<file path="config.mk">
export PLATFORM = sky130hd
export DESIGN_NAME = sha2_msg_sched
export DESIGN_NICKNAME = d
export VERILOG_FILES = /design/src/rtl/sha2_msg_sched.sv
export SDC_FILE = /design/constraint.sdc
export NUM_CORES = 1
export LEC_CHECK = 0
export CAP_MARGIN = 20
export CORE_MARGIN = 1.5
export CORE_UTILIZATION = 50
export CTS_CLUSTER_SIZE = 12
export DETAILED_ROUTE_END_ITERATION = 10
export DONT_BUFFER_PORTS = 1
export GPL_TIMING_DRIVEN = 0
export PLACE_DENSITY = 0.71
export SETUP_SLACK_MARGIN = 0.1
export SYNTH_ARGS = -nofsm -noshare
export SYNTH_HDL_FRONTEND = slang
export SYNTH_SLANG_ARGS = --single-unit
</file>
<file path="constraint.sdc">
create_clock -name clk_i -period 20.6 [get_ports clk_i]
set_input_delay 3.09 -clock clk_i [delete_from_list [all_inputs] [get_ports clk_i]]
set_output_delay 3.09 -clock clk_i [all_outputs]
set_load 0.02 [all_outputs]
</file>
<file path="src/rtl/sha2_msg_sched.sv">
// SHA-256 message schedule generator.
// Accepts the 16 message words of one 512-bit block and streams W[0..63] with their
// indices through a single registered output slot with valid/ready flow control.
module sha2_msg_sched #(
    parameter int unsigned LOGIC_GATING = 1
) (
    input  logic        clk_i,
    input  logic        rst_ni,
    input  logic        start_i,
    input  logic        abort_i,
    input  logic        in_valid_i,
    output logic        in_ready_o,
    input  logic [31:0] in_word_i,
    output logic        out_valid_o,
    input  logic        out_ready_i,
    output logic [31:0] out_word_o,
    output logic [5:0]  out_idx_o,
    output logic        busy_o,
    output logic        done_o
);

    typedef enum logic [1:0] {StIdle, StLoad, StExpand} state_e;

    state_e      state_q;
    logic [6:0]  t_q;
    logic [31:0] sched_q [16];
    logic        out_valid_q;
    logic [31:0] out_word_q;
    logic [5:0]  out_idx_q;
    logic        done_q;

    logic        out_free;
    logic        out_xfer;
    logic        in_xfer;
    logic        gen;
    logic        shift_en;
    logic [31:0] shift_word;
    logic [31:0] gate_mask;
    logic [31:0] s0_in;
    logic [31:0] s1_in;
    logic [31:0] w_new;

    function automatic logic [31:0] sigma0(input logic [31:0] x);
        return ((x >> 7) | (x << 25)) ^ ((x >> 18) | (x << 14)) ^ (x >> 3);
    endfunction

    function automatic logic [31:0] sigma1(input logic [31:0] x);
        return ((x >> 17) | (x << 15)) ^ ((x >> 19) | (x << 13)) ^ (x >> 10);
    endfunction

    // Handshakes, expansion datapath and the shared shift source.
    always_comb begin
        out_free   = !out_valid_q || out_ready_i;
        out_xfer   = out_valid_q && out_ready_i;
        in_ready_o = (state_q == StLoad) && out_free;
        in_xfer    = in_valid_i && in_ready_o;
        // Holding the sigma inputs at zero outside expansion keeps the XOR trees quiet.
        gate_mask  = ((LOGIC_GATING == 0) || (state_q == StExpand)) ? 32'hFFFF_FFFF : 32'h0;
        s0_in      = sched_q[1] & gate_mask;
        s1_in      = sched_q[14] & gate_mask;
        w_new      = sigma1(s1_in) + sched_q[9] + sigma0(s0_in) + sched_q[0];
        // t_q[6] set means W63 has already been produced.
        gen        = (state_q == StExpand) && out_free && !t_q[6];
        shift_en   = in_xfer || gen;
        shift_word = in_xfer ? in_word_i : w_new;
    end

    // Control FSM and registered output slot; abort overrides everything but reset.
    always_ff @(posedge clk_i) begin
        if (!rst_ni) begin
            state_q     <= StIdle;
            t_q         <= 7'd0;
            out_valid_q <= 1'b0;
            out_word_q  <= 32'd0;
            out_idx_q   <= 6'd0;
            done_q      <= 1'b0;
        end else if (abort_i) begin
            state_q     <= StIdle;
            t_q         <= 7'd0;
            out_valid_q <= 1'b0;
            done_q      <= 1'b0;
        end else begin
            done_q <= 1'b0;
            unique case (state_q)
                StIdle: begin
                    // The done cycle is still IDLE, but a start there is ignored.
                    if (start_i && !done_q) begin
                        state_q <= StLoad;
                        t_q     <= 7'd0;
                    end
                end
                StLoad: begin
                    if (in_xfer) begin
                        out_valid_q <= 1'b1;
                        out_word_q  <= shift_word;
                        out_idx_q   <= t_q[5:0];
                        t_q         <= t_q + 7'd1;
                        if (t_q == 7'd15) begin
                            state_q <= StExpand;
                        end
                    end else if (out_xfer) begin
                        out_valid_q <= 1'b0;
                    end
                end
                StExpand: begin
                    if (gen) begin
                        out_valid_q <= 1'b1;
                        out_word_q  <= shift_word;
                        out_idx_q   <= t_q[5:0];
                        t_q         <= t_q + 7'd1;
                    end else if (out_xfer) begin
                        out_valid_q <= 1'b0;
                        if (out_idx_q == 6'd63) begin
                            state_q <= StIdle;
                            t_q     <= 7'd0;
                            done_q  <= 1'b1;
                        end
                    end
                end
                default: state_q <= StIdle;
            endcase
        end
    end

    // Sixteen-word sliding window; contents are don't-care after reset or abort.
    always_ff @(posedge clk_i) begin
        if (shift_en) begin
            for (int i = 0; i < 15; i++) begin
                sched_q[i] <= sched_q[i+1];
            end
            sched_q[15] <= shift_word;
        end
    end

    // Port outputs.
    always_comb begin
        out_valid_o = out_valid_q;
        out_word_o  = out_word_q;
        out_idx_o   = out_idx_q;
        busy_o      = (state_q != StIdle);
        done_o      = done_q;
    end

endmodule

</file>
Word-level counts from Yosys, hierarchy flattened
Memories as Yosys holds them, arrays and structs flattened.
Cells that the tools add are included.
{"block": "totals", "n_memories": 1, "output_inout_bits": 42, "reg_bits": 49, "mem_bits_rw": 512, "wordCells": 86, "inputBits": 38}
{"block": "classes", "mux": 28, "n_reduce_logical": 20, "eq_ne": 13, "n_bitwise": 14, "add_sub_neg": 4}
{"memory": "sched_q", "depth": 16, "word_bits": 32, "rd": 16, "rd_ports_with_merged_regs": 0, "write_ports": 16, "line_no": "26", "rtl": "logic [31:0] sched_q [16];"}
{"operator": "two-way mux 32 bit", "count": 4}
{"operator": "adder 32 bit", "count": 3}
{"operator": "bitwise AND 32 bit", "count": 2}
{"operator": "one-hot mux 32 bit (2 select lines)", "count": 1}
{"operator": "XOR 32 bit", "count": 2}
{"operator": "two-way mux 7 bit", "count": 5}
{"operator": "bitwise OR 13 x 32 -> 32 bit", "count": 1}
{"operator": "bitwise OR 14 x 32 -> 32 bit", "count": 1}
{"operator": "bitwise OR 15 x 32 -> 32 bit", "count": 1}
{"operator": "bitwise OR 25 x 32 -> 32 bit", "count": 1}
{"operator": "XOR 32 x 22 -> 32 bit", "count": 1}
{"operator": "XOR 32 x 29 -> 32 bit", "count": 1}
{"operator": "one-hot mux 7 bit (3 select lines)", "count": 1}
{"operator": "two-way mux 2 bit", "count": 6}
{"operator": "two-way mux 6 bit", "count": 2}
{"operator": "one-hot mux 6 bit (2 select lines)", "count": 1}
{"operator": "inequality test 2 bit (second input constant)", "count": 5}
{"operator": "adder 7 x 1 -> 7 bit (second input constant)", "count": 1}
{"operator": "== test 7 x 4 -> 1 bit (second input constant)", "count": 1}
{"operator": "== test 6 bit (second input constant)", "count": 1}
{"operator": "logical AND 1 bit", "count": 6}
{"operator": "two-way mux 1 bit", "count": 6}
{"operator": "one-hot mux 2 bit (3 select lines)", "count": 1}
{"operator": "AND reduction 6 bit", "count": 1}
{"operator": "other kinds (16)", "count": 24}

Longest topological paths before layout
Gate-level depths: netlist (run 1).
{"block": "depth", "depth_word": 12, "ltp_mapped": 20, "ltp_nobuf": 18}

Worst setup path after synthesis (run 1)
No wires, ideal clock.
{"block": "synth_path", "kind": "in2reg", "start": "in out_ready_i", "end": "mem sched_q[0][0], enable pin", "t_arrival_ps": 12589, "required_ps": 16920, "path_stages": 7, "setup_slack_ps": 4332, "path_cell_list": "nand2b_1 > and2_1 > nand2_1 > clkbuf_1 > buf_1 > buf_2 > nand2_1"}
{"element": "start, declared", "line_no": "15", "rtl": "input logic out_ready_i,"}
{"element": "end, declared", "line_no": "26"}

Worst setup path after layout (run 1)
{"block": "layout_path", "start": "in out_ready_i", "end": "out in_ready_o"}
{"block": "layout_between", "elab_chain_cells": 2}
{"element": "logical OR 1 bit", "line_no": "53", "rtl": "out_free = !out_valid_q || out_ready_i;"}
{"element": "logical AND 1 bit", "line_no": "55", "rtl": "in_ready_o = (state_q == StLoad) && out_free;"}
{"element": "end, declared", "line_no": "12", "rtl": "output logic in_ready_o,"}
No other way between the ends.

==> flow_summary.yaml, run 1 <==
power_and_ir_drop:
  ir_drop_mv: 0.07199
  combPwrFrac_pct: 3.9
  internal-power_w: 0.001818
  p_leak_nw: 8.806
  p_seq_share_pct: 56.0
  power_w: 0.002296
  total_switching_power_w: 0.0004772
  swShare_pct: 20.79
  pwr_density_cell_nw_per_um2: 91.13
  p_clk_share_pct: 40.1
worst_setup_path:
  cp-startpoint: "out_ready_i"
  slowest_delay_ps: 270
  worstSetupPathType: "in -> out"
  worstPathArrival_ps: 3530
  r2r_end: "sched_q[1][255]"
  r2r_start: "state_q[0]"
  critical_path.slowest_cell: "and2_1"
  r2r_slack_ps: 15020
  cp_data_required_time_ps: 17510
  cp-start-kind: "input pin"
  crit_path_end_kind: "output pin"
  path_buf_inv: 0
  crit_chain: "nand2b_1 -> and2_1"
  crit_family: "simple AND/OR/NAND/NOR gates"
  cp_max_fo: 3
  ff2ff_path_depth: 20
timing:
  rsz0062_at_grt: "no"
  final_hold_viol_count: 0
  fmaxAchievable_ghz: 0.1511
  finalSetupViolations: 0
  tightestPinTransition_ps: 938.9
  drv_slew: 0
  slew_headroom_pct: 37.41
  finalSetupTns_ps: 0
  clock_skew_ps: 18.66
  period_share_pct: 32.13
  fin_hold_ws_ps: 408.7
  layout_min_cycle_time_ps: 6618
clock_tree:
  cts_buffers: 56
  cts_setup_buffers: 0
  clkLatencyLatePin_ps: 600
  post_cts_resize_count: 0
  cts.htree.levels: 2
  cts_hold_buffers: 0
  clock_sinks: 561
  tritoncts: "yes"
  root_buffer: "clkbuf_16"
  clk_path_buf_depth: 3
  path_clk_slew_ps: 60
yosys:
  avgSynthCellArea_um2: 15.68
  netlist_instances: 1443
  synth-warning-count: 0
  ys_ff_latch: 561
  ys_seq_area_share_pct: 72.30
  synth_top_area_cell: "edfxtp_1"
  synthFlopType: "edfxtp_1"
  synth.most_common_cell: "edfxtp_1"
  synth.net_count: 1580
  synth_area_leaders: "edfxtp_1 68%, fa_1 5.5%, xnor2_1 4.7%"
  synth-edff-count: 512
  synth_common_cells: "512 x edfxtp_1, 152 x inv_1, 122 x xnor2_1"
  synth_area_um2: 22620
  synthArstFlopShare_pct: 0
  yosysTopAreaCellShare_pct: 67.96
  synth_cell_types: 64
place:
  place_congestion: 0.9319
  place_inst: 2042
  post-dp-hpwl_um: 32030
  placed_cell_area_um2: 23560
  io_buffers: 0
outcome:
  status: "complete, no violations"
hold_path:
  min_from: "sched_q[1][149]"
  hold_path_class: "reg -> reg"
  min_to: "sched_q[1][117]"
  min_path_cells: 0
floorplan:
  num_rows: 77
  start_util_pct: 50.94
  num_io_pins: 80
  core_um2: 44410
  die_w_um: 215.7
  fp.dieH_um: 215.7
  dieArea_um2: 46530
layout:
  syn_to_final_growth_pct: 11.35
  drive_gt1_share_pct: 6.274
  stdcell_count: 2138
  stdcell_area_um2: 25190
  n_antenna_cell: 0
  final_nets: 1645
global_routing:
  grt_pass1_vias: 11310
  antenna_found_initial: 0
  grt_overflow: 0
  grt_pass1_wl_um: 68440
  grt_max_degree: 80
  grt_use_total_pct: 19.83
detailed_routing:
  drc_errors: 0
  vias: 11360
  drtIter0Drc: 994
  wirelength_um: 45140
  avgViaCountPerCell: 5.312
  drt-wirelength-per-cell_um: 21.11
  first_pass_iters: 5
  detail-route-antenna-nets: 0
flow_run:
  cap_violations: 0
## power by group through the flow
stage	sequential (W)	clock, W	combinational, W
2_1_floorplan	0.00132	0	0.0000634
3_3_place_gp	0.00133	0	0.0000835
3_5_place_dp	0.00131	0	0.0000889
4_1_cts	0.00128	0.000941	0.0000898
5_1_grt	0.00129	0.000982	0.0000997
6_report	0.00128	0.000920	0.0000904
## through the flow
stage / setup slack [ps] / utilization, %
2_1_floorplan: 4332 / -
3_3_place_gp: -557.4 / 52.60
3_5_place_dp: 13410 / 53.06
4_1_cts: 13990 / 56.72
5_1_grt: 13840 / 56.72
6_report: 13980 / 56.72
## logic make-up after synthesis
| family | after synthesis | synth area share, % |
|---|---|---|
| and+or+nand+nor | 271 | 6.073 |
| muxes | 9 | 0.4148 |
| xor gates and xnor gates | 146 | 5.652 |
| adders and majority gates | 99 | 7.533 |
| buffers and inverters | 184 | 3.064 |
| AOI/OAI and AO/OA | 173 | 4.967 |
| DFF | 561 | 72.30 |
## area by class of cell
type | count | area, µm²
flip-flops and latches | 561 | 16360
repair buffers | 7 | 192.7
multi-input cells | 698 | 5582
well taps | 592 | 740.7
fillers | 3396 | 19220
clock buffers | 79 | 1513
clock inverters | 17 | 113.9
inverters | 152 | 570.5
plain buffers | 32 | 122.6
## flip-flops by register name, indices dropped and copies added, names as in the netlist
signal / count
sched_q: 512
out_word_o: 32
t_q: 7
out_idx_o: 6
state_q: 2
done_o: 1
out_valid_o: 1
## worst register-to-register path: cells and delay by family, from the launching register on
family	cells	cell delay (ps)
mux	1	330
buf+inv	6	1240
flops	1	340
compound gates	4	1050
simple gates	4	620
fa+ha+maj	5	1750
## how the worst max path moves through the flow
| stage | to | slack [ps] | cells past startpoint |
|---|---|---|---|
| finish | in_ready_o | 13980 | 2 |
| global placement | sched_q[0][42] | -560 | 7 |
| floorplan | sched_q[0][0] | 4330 | 7 |
| global route | sched_q[0][89] | 13840 | 11 |
| CTS | in_ready_o | 13990 | 2 |
| detailed placement | sched_q[0][45] | 13410 | 11 |
## layout by cell type, fill, tap and decap left out, types with 6 or more instances in the layout
cell type	Yosys	final
edfxtp_1	512	512
inv_1	152	152
xnor2_1	122	122
nand2_1	74	73
and2_1	68	68
fa_1	62	62
nor2_1	57	57
clkbuf_16	0	57
a21oi_1	50	50
clkbuf_1	28	49
dfxtp_1	49	49
o21ai_0	38	38
ha_1	37	37
xor2_1	24	24
nand3_1	13	13
a21boi_0	13	13
a31oi_1	11	11
nor3b_1	10	10
nor2b_1	8	8
nand2b_1	7	7
or3_1	7	7
clkinv_2	0	7
buf_16	0	7
a21o_1	6	6
and3_1	6	6
mux2i_1	6	6
o21ba_2	6	6
clkinv_1	0	6
## routing by layer
layer	part of all wire, %	track usage (%)	vias to the layer above
met3	6.6	3.228	80
met4	2.9	7.483	0
li1	-	-	5209
met1	45	28.79	5676
met2	46	30.36	392
met5	0	0	-
No activity file was read; power rests on OpenSTA's default activity.
==> run 2, diff against run 1 <==
Clock period 20.6 ns to 6.6 ns, I/O delays scaled along.
==> run 2 against run 1 <==
Against the previous run:
- flip-flop and latch count did not move
- combinational power grew to 3.1 times the previous value
- non-clock buffer count shrank 3
- global-route usage up 0.13 points
- critical path type is now reg -> reg
- largest cell class unchanged
==> flow_summary.yaml, run 2 (synthesized netlist as in run 1, its figures left out) <==
worst_setup_path:
  critPathCapture: "sched_q[1][255]"
  r2r_end: "sched_q[1][255]"
  cp-start-kind: "flop"
  worstPathArrival_ps: 5960
  worstSetupPathType: "reg -> reg"
  crit_path_end_kind: "flop"
  r2r_slack_ps: 970
  cp_data_required_time_ps: 6930
  cp_max_fo: 10
  r2r_start: "state_q[0]"
  ff2ff_path_depth: 20
  cp-startpoint: "state_q[0]"
clock_tree:
  clkLatencyLatePin_ps: 600
  cts_buffers: 56
  cts_setup_buffers: 0
  cts_hold_buffers: 0
  post_cts_resize_count: 0
  root_buffer: "clkbuf_16"
  path_clk_slew_ps: 60
  tritoncts: "yes"
  clock_sinks: 561
  clk_path_buf_depth: 3
  cts.htree.levels: 2
layout:
  finish.utilization_pct: 56.49
  stdcell_count: 2128
  syn_to_final_growth_pct: 10.91
  final_common_cell: "edfxtp_1"
  final_nets: 1642
  largest_register: "sched_q"
  drive_gt1_share_pct: 5.794
  n_antenna_cell: 0
  largest_reg_flops: 512
  layout_common_cells: "512 x edfxtp_1, 152 x inv_1, 122 x xnor2_1, 73 x nand2_1, 68 x and2_1"
timing:
  final_hold_viol_count: 0
  slew_headroom_pct: 50.48
  rsz0062_at_grt: "no"
  period_share_pct: 85.25
  fin_ws_ps: 973.4
  fmaxAchievable_ghz: 0.1777
  clock_skew_ps: 33.39
  layout_min_cycle_time_ps: 5627
  finalSetupViolations: 0
  tightestPinTransition_ps: 742.7
  drv_slew: 0
floorplan:
  num_rows: 77
  dieArea_um2: 46530
  fp.dieH_um: 215.7
  core_um2: 44410
  die_w_um: 215.7
  start_util_pct: 50.94
  num_io_pins: 80
detailed_routing:
  drt-wirelength-per-cell_um: 21.33
  vias: 11220
  drtIter0Drc: 1005
  detail-route-antenna-nets: 0
  drc_errors: 0
  avgViaCountPerCell: 5.272
  first_pass_iters: 5
  wirelength_um: 45400
global_routing:
  grt_max_degree: 136
  grt_pass1_vias: 11220
  grt_use_total_pct: 19.96
  antenna_found_initial: 0
  grt_overflow: 0
  grt_pass1_wl_um: 68370
power_and_ir_drop:
  total_switching_power_w: 0.001457
  combPwrFrac_pct: 3.9
  pwr_density_cell_nw_per_um2: 284.1
  ir_drop_mv: 0.2932
  p_clk_share_pct: 39.8
  p_seq_share_pct: 56.3
  p_leak_nw: 8.756
  swShare_pct: 20.43
  internal-power_w: 0.005673
place:
  io_buffers: 0
  place_congestion: 0.8919
  post-place-ws_ps: 1048
  place_inst: 2039
  post-dp-hpwl_um: 32140
flow_run:
  cap_violations: 0
hold_path:
  hold_path_class: "reg -> reg"
outcome:
  status: "complete, no violations"
==> run 2: cell types whose count changed in the layout (fill, tap and decap cells not counted) <==
cell / before / now
buf_16: 7 / 4
clkbuf_1: 49 / 45
clkbuf_4: 1 / 0
clkbuf_8: 0 / 2
clkinv_1: 6 / 8
clkinv_2: 7 / 3
inv_6: 2 / 0
nand2_4: 1 / 0
nand2_8: 0 / 1
==> run 2: worst min path at each step <==
stage / from / end / slack, ps / cells past startpoint
final: sched_q[0][119] / sched_q[0][87] / 410 / 0
after global routing: sched_q[0][119] / sched_q[0][87] / 410 / 0
after CTS: sched_q[0][119] / sched_q[0][87] / 410 / 0
after detailed placement: sched_q[0][134] / sched_q[0][102] / 400 / 0
after global placement: sched_q[1][30] / sched_q[0][254] / 400 / 0
after floorplan: sched_q[0][132] / sched_q[0][100] / 400 / 0
==> run 2: critical path: stages, from the launching register on <==
cell and delay, ps:
dfxtp_1 350, inv_1 120, ha_1 270, clkbuf_1 460
clkbuf_1 450, and2_1 260, fa_1 420, inv_1 90
fa_1 400, inv_1 90, ha_1 200, inv_1 70
fa_1 400, nor2b_1 170, o31ai_1 120, a31o_4 280
o21ai_2 260, nor2_1 130, o31ai_1 410, mux2i_1 340
nor2_1 70
==> run 2: layout make-up <==
class                           count  area, µm²
Inverter                          152      570.5
Sequential cell                   561      16360
Clock buffer                       76       1518
Multi-Input combinational cell    698       5590
Timing Repair Buffer                4      110.1
Buffer                             32      122.6
Tap cell                          592      740.7
Clock inverter                     13      83.83
Fill cell                        3397      19320
==> run 2: power by group through the flow <==
stage	clock network (W)	registers (W)	logic (W)
global placement	0	0.00410	0.000263
CTS	0.00291	0.00401	0.000277
global route	0.00304	0.00402	0.000307
detailed placement	0	0.00408	0.000275
finish	0.00284	0.00401	0.000280
floorplan	0	0.00408	0.000198
==> run 2: stage by stage <==
step	instance area [µm²]	power [W]	hold WS (ps)	setup TNS [ps]
5_1_grt	25090	0.007366	411.6	0
3_5_place_dp	23490	0.004360	404.5	0
2_1_floorplan	22630	0.004275	400.3	0
4_1_cts	25090	0.007197	406.2	0
3_3_place_gp	23370	0.004368	400.2	-671130
6_report	25090	0.007129	407.4	0
==> run 2: layer usage <==
metal	track usage [%]	vias to the layer above	share of wire, %	wire (µm)
met4	7.855	0	3.4	1537
met5	0	-	0	0
met1	28.84	5548	45	20230
met3	3.284	79	6.3	2867
li1	-	5195	-	-
met2	30.54	397	46	20760
==> run 3, diff against run 2 <==
Settings changed: CELL_PAD_IN_SITES_DETAIL_PLACEMENT set to 2, CELL_PAD_IN_SITES_GLOBAL_PLACEMENT set to 2, CORE_MARGIN 1.5 to unset, CORE_UTILIZATION 50 to 47, PLACE_DENSITY 0.71 to unset, PLACE_DENSITY_LB_ADDON set to 0.1.
==> run 3 against run 2 <==
Against the previous run:
- synthesized cell count unchanged
- area after synthesis unchanged
- the run now fails in detailed placement
==> flow_summary.yaml, run 3 <==
yosys:
  synthFlopType: "edfxtp_1"
  yosysTopAreaCellShare_pct: 67.96
  synth.most_common_cell: "edfxtp_1"
  ys_ff_latch: 561
  synth.net_count: 1580
  synth_area_leaders: "edfxtp_1 68%, fa_1 5.5%, xnor2_1 4.7%"
  synth-warning-count: 0
  synth_area_um2: 22620
  netlist_instances: 1443
  synthArstFlopShare_pct: 0
  ys_seq_area_share_pct: 72.30
  synth-edff-count: 512
  synth_common_cells: "512 x edfxtp_1, 152 x inv_1, 122 x xnor2_1"
  synth_cell_types: 64
  synth_top_area_cell: "edfxtp_1"
  avgSynthCellArea_um2: 15.68
floorplan:
  start_util_pct: 47.48
  fp.dieH_um: 221.4
  die_w_um: 221.4
  num_io_pins: 80
  num_rows: 80
place:
  post-dp-hpwl_um: 51770
  place_congestion: 0.8303
  io_buffers: 0
outcome:
  haltStage: "detailed placement"
  status: "did not finish"
  error_message: "[ERROR DPL-0033] detailed placement checks failed during check placement."
[run 3: per-stage QoR]
stage	hold slack (ps)	setup TNS [ps]	worst slack (ps)
floorplan	400.3	0	599.6
global placement	400.0	-807130	-1623
[run 3: logic make-up after synthesis]
family,after synthesis,synth area share (%)
AO/OA/AOI/OAI,173,4.967
XOR/XNOR,146,5.652
AND/OR/NAND/NOR,271,6.073
buffers and inverters,184,3.064
flip-flops,561,72.30
multiplexers,9,0.4148
adder cells (fa/ha/maj),99,7.533
==> run 4, diff against run 3 <==
Settings changed: CELL_PAD_IN_SITES_DETAIL_PLACEMENT 2 to unset, CELL_PAD_IN_SITES_GLOBAL_PLACEMENT 2 to unset, CORE_UTILIZATION 47 to 35, CTS_CLUSTER_SIZE 12 to unset, PLACE_DENSITY_LB_ADDON 0.1 to 0.15, SETUP_SLACK_MARGIN 0.1 to unset.
==> run 4 against run 3 <==
Against the previous run:
- the run now ends clean
==> flow_summary.yaml, run 4 (synthesized netlist as in run 1, its figures left out) <==
outcome:
  status: "complete, no violations"
clock_tree:
  post_cts_resize_count: 0
  root_buffer: "clkbuf_16"
  clk_path_buf_depth: 3
  cts_setup_buffers: 0
  clkLatencyLatePin_ps: 620
  tritoncts: "yes"
  clock_sinks: 561
  cts_hold_buffers: 0
  cts_buffers: 58
  path_clk_slew_ps: 60
  cts.htree.levels: 2
hold_path:
  hold_path_class: "reg -> reg"
timing:
  final_hold_viol_count: 0
  rsz0062_at_grt: "no"
  period_share_pct: 86.39
  tightestPinTransition_ps: 868.7
  slew_headroom_pct: 42.08
  drv_slew: 0
  finalSetupViolations: 0
  fin_hold_ws_ps: 406.5
  fmaxAchievable_ghz: 0.1754
  clock_skew_ps: 35.30
  fin_ws_ps: 898.6
  finalSetupTns_ps: 0
  layout_min_cycle_time_ps: 5701
power_and_ir_drop:
  p_leak_nw: 8.962
  ir_drop_mv: 0.1831
  pwr_density_cell_nw_per_um2: 298.5
worst_setup_path:
  path_buf_inv: 5
  cp-start-kind: "flop"
  cp_data_required_time_ps: 6960
  cp_max_fo: 10
  crit_family: "adder cells"
  slowest_delay_ps: 540
  critical_path.slowest_cell: "clkbuf_1"
  worstPathArrival_ps: 6060
  crit_path_end_kind: "flop"
  crit_chain: "inv_1 -> ha_1 -> clkbuf_1 -> clkbuf_1 -> nand2_1 -> fa_1 -> fa_1 -> inv_1 -> ha_1 -> inv_1 -> fa_1 -> nor2b_1 -> o31ai_1 -> a31o_4 -> o21ai_2 -> nor2_1 -> o31ai_1 -> mux2i_1 -> nor2_1"
  worstSetupPathType: "reg -> reg"
layout:
  largest_reg_flops: 512
  fillers: 5784
  largest_register: "sched_q"
  final_nets: 1644
  final_common_cell: "edfxtp_1"
  stdcell_count: 2400
  layout_common_cells: "512 x edfxtp_1, 152 x inv_1, 122 x xnor2_1, 73 x nand2_1, 68 x and2_1"
  regArea_um2: 16360
  syn_to_final_growth_pct: 14.13
  drive_gt1_share_pct: 7.658
  n_antenna_cell: 0
  multi_input_comb_area_um2: 5590
place:
  io_buffers: 0
  place_inst: 2293
  post-dp-hpwl_um: 35510
  post-place-ws_ps: 959.3
  place_congestion: 0.8418
global_routing:
  grt_max_degree: 134
  grt_pass1_vias: 11580
  antenna_found_initial: 7
  grt_use_total_pct: 15.57
  grt_overflow: 0
  grt_pass1_wl_um: 75160
detailed_routing:
  vias: 11290
  drt-wirelength-per-cell_um: 21.05
  drc_errors: 0
  drtIter0Drc: 887
  first_pass_iters: 5
  wirelength_um: 50530
  detail-route-antenna-nets: 0
  avgViaCountPerCell: 4.703
floorplan:
  start_util_pct: 35.67
  num_rows: 92
  num_io_pins: 80
  die_w_um: 256.2
  fp.dieH_um: 256.2
  dieArea_um2: 65660
  core_um2: 63430
flow_run:
  cap_violations: 0
==> run 4: layer usage <==
metal / GRT usage, % / wire, µm / share of wire, %
met3: 2.728 / 2496 / 4.9
met2: 24.69 / 23450 / 46
met5: 0 / 0 / 0
met4: 5.156 / 1380 / 2.7
met1: 21.65 / 23210 / 46
==> run 4: cell type report <==
type / instances / share of cell area (%)
Timing Repair Buffer: 4 / 0.4264
Clock buffer: 67 / 6.077
Sequential cell: 561 / 63.35
Clock inverter: 40 / 1.715
Multi-Input combinational cell: 698 / 21.65
Buffer: 32 / 0.4749
Tap cell: 846 / 4.100
Inverter: 152 / 2.210
==> run 4: path summary, 6_finish.rpt <==
kind / startpoint / endpoint / slack (ps) / depth (start not counted)
hold / removal: sched_q[0][180] / sched_q[0][148] / 410 / 0
setup / recovery: state_q[0] / sched_q[1][255] / 900 / 19
hold reg to reg: sched_q[0][180] / sched_q[0][148] / 410 / 0
setup reg to reg: state_q[0] / sched_q[1][255] / 900 / 19
==> run 4: power breakdown <==
group / switching, W / total (W) / internal, W
logic: 0.000182 / 0.000280 / 0.0000978
clock network: 0.00136 / 0.00341 / 0.00205
registers: 0.0000615 / 0.00401 / 0.00395
==> run 4: metrics by stage <==
step | power (W) | utilization [%] | cell area (µm²)
CTS | 0.007819 | 40.71 | 25820
global placement | 0.004383 | 37.35 | 23690
floorplan | 0.004275 | - | 22630
global route | 0.007977 | 40.71 | 25820
finish | 0.007707 | 40.71 | 25820
detailed placement | 0.004369 | 37.54 | 23810
